## config.mk

```make
export PLATFORM = sky130hd
export DESIGN_NAME = mult_seq_ctrl
export DESIGN_NICKNAME = d
export VERILOG_FILES = /design/src/rtl/mips_pkg.sv /design/src/rtl/mult_step.sv /design/src/rtl/mult_seq_ctrl.sv
export SDC_FILE = /design/constraint.sdc
export NUM_CORES = 1
export LEC_CHECK = 0
export BUFFER_PORTS_ARGS = -buffer_cell sky130_fd_sc_hd__clkbuf_2
export CAP_MARGIN = 20
export CELL_PAD_IN_SITES_DETAIL_PLACEMENT = 1
export CELL_PAD_IN_SITES_GLOBAL_PLACEMENT = 2
export CORE_UTILIZATION = 35
export CTS_BUF_LIST = sky130_fd_sc_hd__clkbuf_16
export DETAILED_ROUTE_END_ITERATION = 10
export GPL_ROUTABILITY_DRIVEN = 0
export PLACE_DENSITY = 0.85
export SETUP_SLACK_MARGIN = 0.4
export SLEW_MARGIN = 20
export SYNTH_ARGS = -nofsm -noshare
export SYNTH_HDL_FRONTEND = slang
export SYNTH_SLANG_ARGS = --single-unit
```

## constraint.sdc

```tcl
create_clock -name clk -period 3.94 [get_ports clk]
set_clock_uncertainty 0.1 [all_clocks]
set_input_delay 0.197 -clock clk [delete_from_list [all_inputs] [get_ports clk]]
set_output_delay 0.197 -clock clk [all_outputs]
set_load 0.03 [all_outputs]
```

## src/rtl/mips_pkg.sv

```systemverilog
// Shared multiplier definitions: FSM state encoding and the iteration count.
// Optional feature macro: MULT_EARLY_TERM_EN.
package mips_pkg;

  typedef enum logic [1:0] {
    IDLE = 2'd0,
    RUN  = 2'd1,
    FIX  = 2'd2,
    DONE = 2'd3
  } mult_state_t;

  localparam int MULT_WIDTH  = 32;
  localparam int MULT_BPC    = 1;
  localparam int MULT_CYCLES = MULT_WIDTH / MULT_BPC;

  function automatic int multCycles(
    input int width,
    input int bpc
  );
    return width / bpc;
  endfunction

endpackage

```

## src/rtl/mult_step.sv

```systemverilog
// One RUN iteration of the shift-add multiplier:
// adds the partial products of the low BITS_PER_CYCLE multiplier bits.
module mult_step
  import mips_pkg::*;
#(
  parameter int WIDTH          = 32,
  parameter int BITS_PER_CYCLE = 1
) (
  input  logic [2*WIDTH-1:0] acc,
  input  logic [2*WIDTH-1:0] mcand,
  input  logic [WIDTH-1:0]   mplier,
  output logic [2*WIDTH-1:0] accNext
);

  always_comb begin
    accNext = acc;
    for (int k = 0; k < BITS_PER_CYCLE; k++) begin
      if (mplier[k]) accNext = accNext + (mcand << k);
    end
  end

endmodule

```

## src/rtl/mult_seq_ctrl.sv

```systemverilog
// Iterative MULT/MULTU sequencer owning HI/LO.
// Define MULT_EARLY_TERM_EN to leave RUN once the multiplier is exhausted.
module mult_seq_ctrl
  import mips_pkg::*;
#(
  parameter int WIDTH          = 32,
  parameter int BITS_PER_CYCLE = 1
) (
  input  logic             clk,
  input  logic             reset,
  input  logic             multstartE,
  input  logic             signedE,
  input  logic [WIDTH-1:0] srcaE,
  input  logic [WIDTH-1:0] srcbE,
  input  logic             hiloreadD,
  input  logic             hiweW,
  input  logic             loweW,
  input  logic [WIDTH-1:0] resultW,
  output logic             busy,
  output logic             pve,
  output logic             stallhiloD,
  output logic [WIDTH-1:0] hi,
  output logic [WIDTH-1:0] lo
);

  localparam int PW  = 2 * WIDTH;
  localparam int CYC = multCycles(WIDTH, BITS_PER_CYCLE);
  localparam int CW  = $clog2(CYC + 1);

  mult_state_t state, nextState;

  logic [PW-1:0]    acc, mcand, accStep;
  logic [WIDTH-1:0] mplier, mplierNext;
  logic [WIDTH-1:0] aMag, bMag;
  logic [CW-1:0]    cnt;
  logic             neg, start, runLast;

  assign start = multstartE & ((state == IDLE) | (state == DONE));
  assign mplierNext = mplier >> BITS_PER_CYCLE;
  assign aMag = (signedE & srcaE[WIDTH-1]) ? -srcaE : srcaE;
  assign bMag = (signedE & srcbE[WIDTH-1]) ? -srcbE : srcbE;

`ifdef MULT_EARLY_TERM_EN
  assign runLast = (cnt == CW'(1)) | (mplierNext == '0);
`else
  assign runLast = (cnt == CW'(1));
`endif

  mult_step #(
    .WIDTH(WIDTH),
    .BITS_PER_CYCLE(BITS_PER_CYCLE)
  ) uStep (
    .acc(acc),
    .mcand(mcand),
    .mplier(mplier),
    .accNext(accStep)
  );

  always_ff @(posedge clk) begin
    if (reset) state <= IDLE;
    else       state <= nextState;
  end

  always_comb begin
    nextState = state;
    unique case (state)
      IDLE: if (multstartE) nextState = RUN;
      RUN:  if (runLast) nextState = FIX;
      FIX:  nextState = DONE;
      DONE: nextState = multstartE ? RUN : IDLE;
      default: nextState = IDLE;
    endcase
  end

  always_comb begin
    busy       = (state == RUN) | (state == FIX);
    pve        = (state == DONE);
    // DONE still presents the old HI/LO, so MF reads wait one more cycle
    stallhiloD = hiloreadD & (busy | pve);
  end

  always_ff @(posedge clk) begin
    if (reset) begin
      acc    <= '0;
      mcand  <= '0;
      mplier <= '0;
      cnt    <= '0;
      neg    <= 1'b0;
    end else if (start) begin
      acc    <= '0;
      mcand  <= {{WIDTH{1'b0}}, aMag};
      mplier <= bMag;
      cnt    <= CW'(CYC);
      neg    <= signedE & (srcaE[WIDTH-1] ^ srcbE[WIDTH-1]);
    end else begin
      unique case (state)
        RUN: begin
          acc    <= accStep;
          mcand  <= mcand << BITS_PER_CYCLE;
          mplier <= mplierNext;
          cnt    <= cnt - CW'(1);
        end
        FIX: if (neg) acc <= -acc;
        default: ;
      endcase
    end
  end

  always_ff @(posedge clk) begin
    if (reset) begin
      hi <= '0;
      lo <= '0;
    end else if (state == DONE) begin
      {hi, lo} <= acc;
    end else begin
      if (hiweW) hi <= resultW;
      if (loweW) lo <= resultW;
    end
  end

endmodule
```

; ---- Word-level counts from Yosys, hierarchy flattened
; Index checks and enable logic that the tools add are counted.
; W data, S select, Z words.
[op_classes]
addsub = 5
n_eq_ne = 8
muxes = 19
bitwise = 9
n_reduce_logical = 8
[ops]
columns = operator, n
row1 = $mux W32, 10
row2 = $mux W64, 2
row3 = $pmux W64 S2, 1
row4 = $add A64 B64 Y64, 1
row5 = $neg A32 Y32, 2
row6 = $neg A64 Y64, 1
row7 = $mux W6, 2
row8 = $ne A2 B2 Y1 const B, 4
row9 = $pmux W2 S4, 1
row10 = $reduce_bool A2 Y1, 4
row11 = $eq A6 B1 Y1 const B, 1
row12 = $sub A6 B1 Y6 const B, 1
row13 = $and A1 B1 Y1, 5
row14 = $eq A2 B2 Y1 const B, 2
row15 = $mux W2, 2
row16 = $or A1 B1 Y1, 3
row17 = $reduce_and A3 Y1, 1
row18 = $eq A2 B1 Y1 const B, 1
row19 = $logic_not A2 Y1, 1
row20 = $reduce_and A2 Y1, 1
row21 = $reduce_or A2 Y1, 1
row22 = $mux W1, 1
row23 = $xor A1 B1 Y1, 1
[totals]
reg_bits = 233
inputBits = 103
elab_cells = 59

; ---- Longest topological paths before layout
[depth]
word_depth = 4
ltp_mapped = 13

; ---- By module
; From an unflattened synthesis, not the netlist that was laid out.
[unflattened]
cells_unflattened = 2207
hier_area_um2 = 17211.5
[modules_own_cells]
columns = mod, n_inst, cells_per_inst, area_each_um2
row1 = mult_seq_ctrl, 1, 1516, 12400.6
row2 = mult_step, 1, 691, 4810.9

; ---- Worst setup path before layout
; Ideal clock, no wire load.
[synth_timing]
path_kind = flip-flop to flip-flop
start = register acc[0]
end = register acc[52]
setup_time_ps = 115
t_arrival_ps = 3175
required_time_ps = 3725
path_slack_ps = 550
stages_incl_launch_ff = 13
n_path_buf = 0
period_less_slack_ps = 3390
path_cell_list = dfxtp_1 -> ha_1 -> fa_1 -> a21oi_1 -> o211ai_1 -> a31o_2 -> a31o_2 -> a21oi_1 -> o22ai_1 -> a22oi_1 -> o21ai_0 -> xnor2_1 -> a2111oi_0
[synth_between]
elab_chain_len = 3
[synth_rtl]
columns = item, line_no
row1 = from (decl), mult_seq_ctrl.sv:32  ; logic [PW-1:0] acc, mcand, accStep;
row2 = from (signal assigned), mult_seq_ctrl.sv:98  ; acc <= accStep;
row3 = from (signal assigned), mult_seq_ctrl.sv:103  ; FIX: if (neg) acc <= -acc;
row4 = $neg A64 Y64 or $add A64 B64 Y64 (tied branches), "mult_seq_ctrl.sv:103, mult_step.sv:18"
row5 = "$mux W64, on equally long branches", "mult_seq_ctrl.sv:103, mult_step.sv:18"
row6 = $pmux W64 S2 *, mult_seq_ctrl.sv:96  ; unique case (state)
; Every way passes the cells marked *; elsewhere a longest branch is shown, timed or not. The select of a mux whose other input is x is not followed.
; A chain may end at the register's enable or synchronous reset.

; ---- Worst setup path after layout
[layout_timing]
start = register acc[0]
end = register acc[62]
; Same word-level chain as after synthesis.

==> run summary <==
Status -> complete, but fails checks
Failing checks -> negative hold slack
Top Ports -> 170
Die W -> 216 um
Total global routing overflow -> 0
PwrDens -> 778 nW/um2
Sequential cell area fraction in the yosys report -> 29.0%
Fin cells -> 2933
Dpl hpwl -> 45200 um
WL per Instance -> 21.1 um
Hold Vio Cnt, Final -> 2
DR vias/cell -> 5.72
Global-route wire length before repair -> 96600 um
Layout Nets -> 2489
Max-slew headroom -> 33.0%
Placed insts -> 2785
EDFF count, synth -> 0
Mapped Nets -> 2293
Port bufs -> 169
Fmax -> 288 MHz
M1 GR Usage -> 32.1%
Most used DFF post-synth -> dfxtp_1
Initial antenna violation count -> 2
DRT antenna net count -> 0
CP Class -> reg2reg
Post-layout minimum cycle time -> 3.48 ns
Clk Latency, worst-skew pair -> 0.58 ns
WP data required -> 4.30 ns
Leak -> 8.00 nW
Hold Path Cell Cnt -> 5
DRT iter0 DRCs -> 939
Post-synthesis instance total -> 2116
Gr busiest metal -> met2
Post-Place Cell Area -> 17500 um2
Layout area overhead -> 21.6%
Met3 global-route usage -> 2.55%
Max Root-Sink Buffers -> 3
Worst ir drop on vdd -> 0.000475 V
Pin count of the biggest net entering global routing -> 96
Crit path DAT -> 3.83 ns
Floorplan core area -> 45400 um2
CP max FO -> 5
Worst setup endpoint -> acc[62]$_SDFFE_PP0P_
Post-Syn Area per Cell -> 7.60 um2
Die height -> 216 um
Tightest Pin Transition -> 1.01 ns
CTS tree -> yes
CTS H-Tree Depth -> 1
Crit share post-route -> 88.2%
RR Startpoint -> acc[0]$_SDFFE_PP0P_
Starting Density -> 35.5%
Mapped cell area -> 16100 um2
Gr usage total -> 25.7%
CTS buffer count -> 29
Synth async-reset ratio -> 0%
Design area -> 19600 um2
Finish-stage setup viols -> 0
Clock Tree Root -> clkbuf_16
Layout cells sized above 1 -> 13.9%
RSZ-0062 raised after global routing -> true
Drt pass-1 iters -> 5
Row Count -> 78
Yosys cell types -> 72
DRC -> 0
Sink Count -> 233
Crit path launch -> acc[0]$_SDFFE_PP0P_
Clk pin slew, worst setup/hold paths -> 0.06 ns
Startpoint Class -> register
Syn. warnings -> 0
R2r worst-path depth -> 13
Post-route core utilization -> 43.1%
Grt met2 use -> 45.6%
Slew Limit Fails -> 0
Worst hold slack -> -0.00785 ns
HP Class -> in2reg
Total die area -> 46800 um2
R2R Setup Slk -> 0.46 ns
RR Endpoint -> acc[62]$_SDFFE_PP0P_
WL final -> 61900 um
CP endpoint kind -> register
Setup TNS -> 0 ns
Via Count -> 16800
Vias in the first global route -> 17500
Max-cap violations -> 0
Post-synthesis register bit count -> 233
-- cell type report --
cell class              instances  area (um2)
clock buffers                  29         726
flip-flops and latches        233        4680
clock inverters                22         218
well taps                     600         751
diodes                          1        2.50
repair buffers                307        2130
inverters                      45         169
fillers                      5603       25800
multi-input cells            1696       10900
-- what timing repair did --
item,CTS,global route
buffers inserted,2,4
gates resized for setup,10,43
setup endpoints to repair,14,25
endpoints found under the hold margin,110,0
hold buffers,90,0
pin swaps,4,15
-- cells in the final DEF, fill, tap and decap left out, types with 21 or more instances in the layout --
cell,n
nor2_1,335
a21oi_1,232
dfxtp_1,220
clkbuf_2,168
mux2i_1,156
nand2_1,132
o21ai_0,114
dlygate4sd3_1,90
a211oi_1,87
xnor2_1,70
ha_1,68
nor3_1,56
inv_1,49
nand3_1,49
buf_4,47
xor2_1,44
a21o_1,29
clkbuf_16,29
a31oi_1,26
nand4_1,22
nor4_1,21
o31ai_1,21
-- synth_stat cells, types with 15 or more instances --
cell type    n  share of area (%)
a211oi_1    88                4.1
a21o_1      29                1.4
a21oi_1    240                7.5
a31oi_1     27                1.0
buf_1       18               0.42
clkbuf_1   113                2.6
dfxtp_1    233                 29
ha_1        73                5.7
inv_1       45                1.0
mux2i_1    156                9.7
nand2_1    132                3.1
nand3_1     49                1.5
nand4_1     22               0.86
nor2_1     337                7.9
nor2b_1     15               0.58
nor3_1      58                1.8
nor4_1      21               0.82
o21ai_0    118                3.7
o31ai_1     22                1.0
or3_1       18               0.70
xnor2_1     70                3.8
xor2_1      45                2.4
-- where the power goes --
group	internal, mW	switching (mW)	leakage [nW]	total, mW
Clock	1.59	1.11	0.483	2.71
Combinational	3.04	5.66	5.60	8.70
Sequential	2.97	0.825	1.92	3.80
-- worst min-delay path by stage --
| stage | slack [ns] | startpoint | end |
|---|---|---|---|
| after floorplan | 0.23 | srcaE[0] | mcand[0]$_SDFFE_PP0P_ |
| after global routing | 0.02 | srcaE[30] | mcand[30]$_SDFFE_PP0P_ |
| final | -0.008 | resultW[11] | lo[11]$_SDFFE_PP0P_ |
| after CTS | 0.006 | multstartE | state[0]$_SDFFE_PP0P_ |
| after detailed placement | 0.39 | mplier[31]$_SDFFE_PP0P_ | mplier[31]$_SDFFE_PP0P_ |
| after global placement | 0.38 | mplier[31]$_SDFFE_PP0P_ | mplier[31]$_SDFFE_PP0P_ |
-- worst max-delay path: stages, from the launching register on --
cell and delay, ns:
dfxtp_4 0.36, ha_4 0.16, fa_2 0.41, a21oi_2 0.15, o211ai_1 0.14, and3_1 0.22, a221o_1 0.34, a211o_1 0.36
a31oi_2 0.23, buf_6 0.16, o311ai_4 0.13, a221oi_2 0.33, xor2_1 0.18, o21ai_1 0.07
-- registers in the layout, indices dropped and copies added, names as in the netlist --
| signal | count |
|---|---|
| cnt | 6 |
| acc | 64 |
| state | 2 |
| mcand | 64 |
| neg | 1 |
| mplier | 32 |
| hi | 32 |
| lo | 32 |
-- routing by layer --
layer	vias to the layer above	share of wire (%)
li1	8089	-
met1	8233	44
met2	347	49
met3	121	3.1
met4	0	3.5
met5	-	0
-- stage by stage --
stage / hold slack (ns) / power (mW) / worst slack, ns
floorplan: 0.233 / 9.43 / 0.550
global placement: 0.383 / 11.9 / 0.0860
detailed placement: 0.389 / 12.1 / 0.0839
CTS: 0.00623 / 15.0 / 0.303
global route: 0.0175 / 16.2 / 0.346
finish: -0.00785 / 15.2 / 0.463
-- cells by family after synthesis --
| kind of cell | count (synthesis) | share of synthesized area (%) |
|---|---|---|
| DFF | 233 | 29.0 |
| buffers and inverters | 187 | 4.81 |
| AOI/OAI and AO/OA | 638 | 24.3 |
| muxes | 156 | 9.70 |
| adders and majority gates | 74 | 5.80 |
| xor gates and xnor gates | 115 | 6.26 |
| and+or+nand+nor | 713 | 20.1 |
Power figures use the tool's default switching activity.
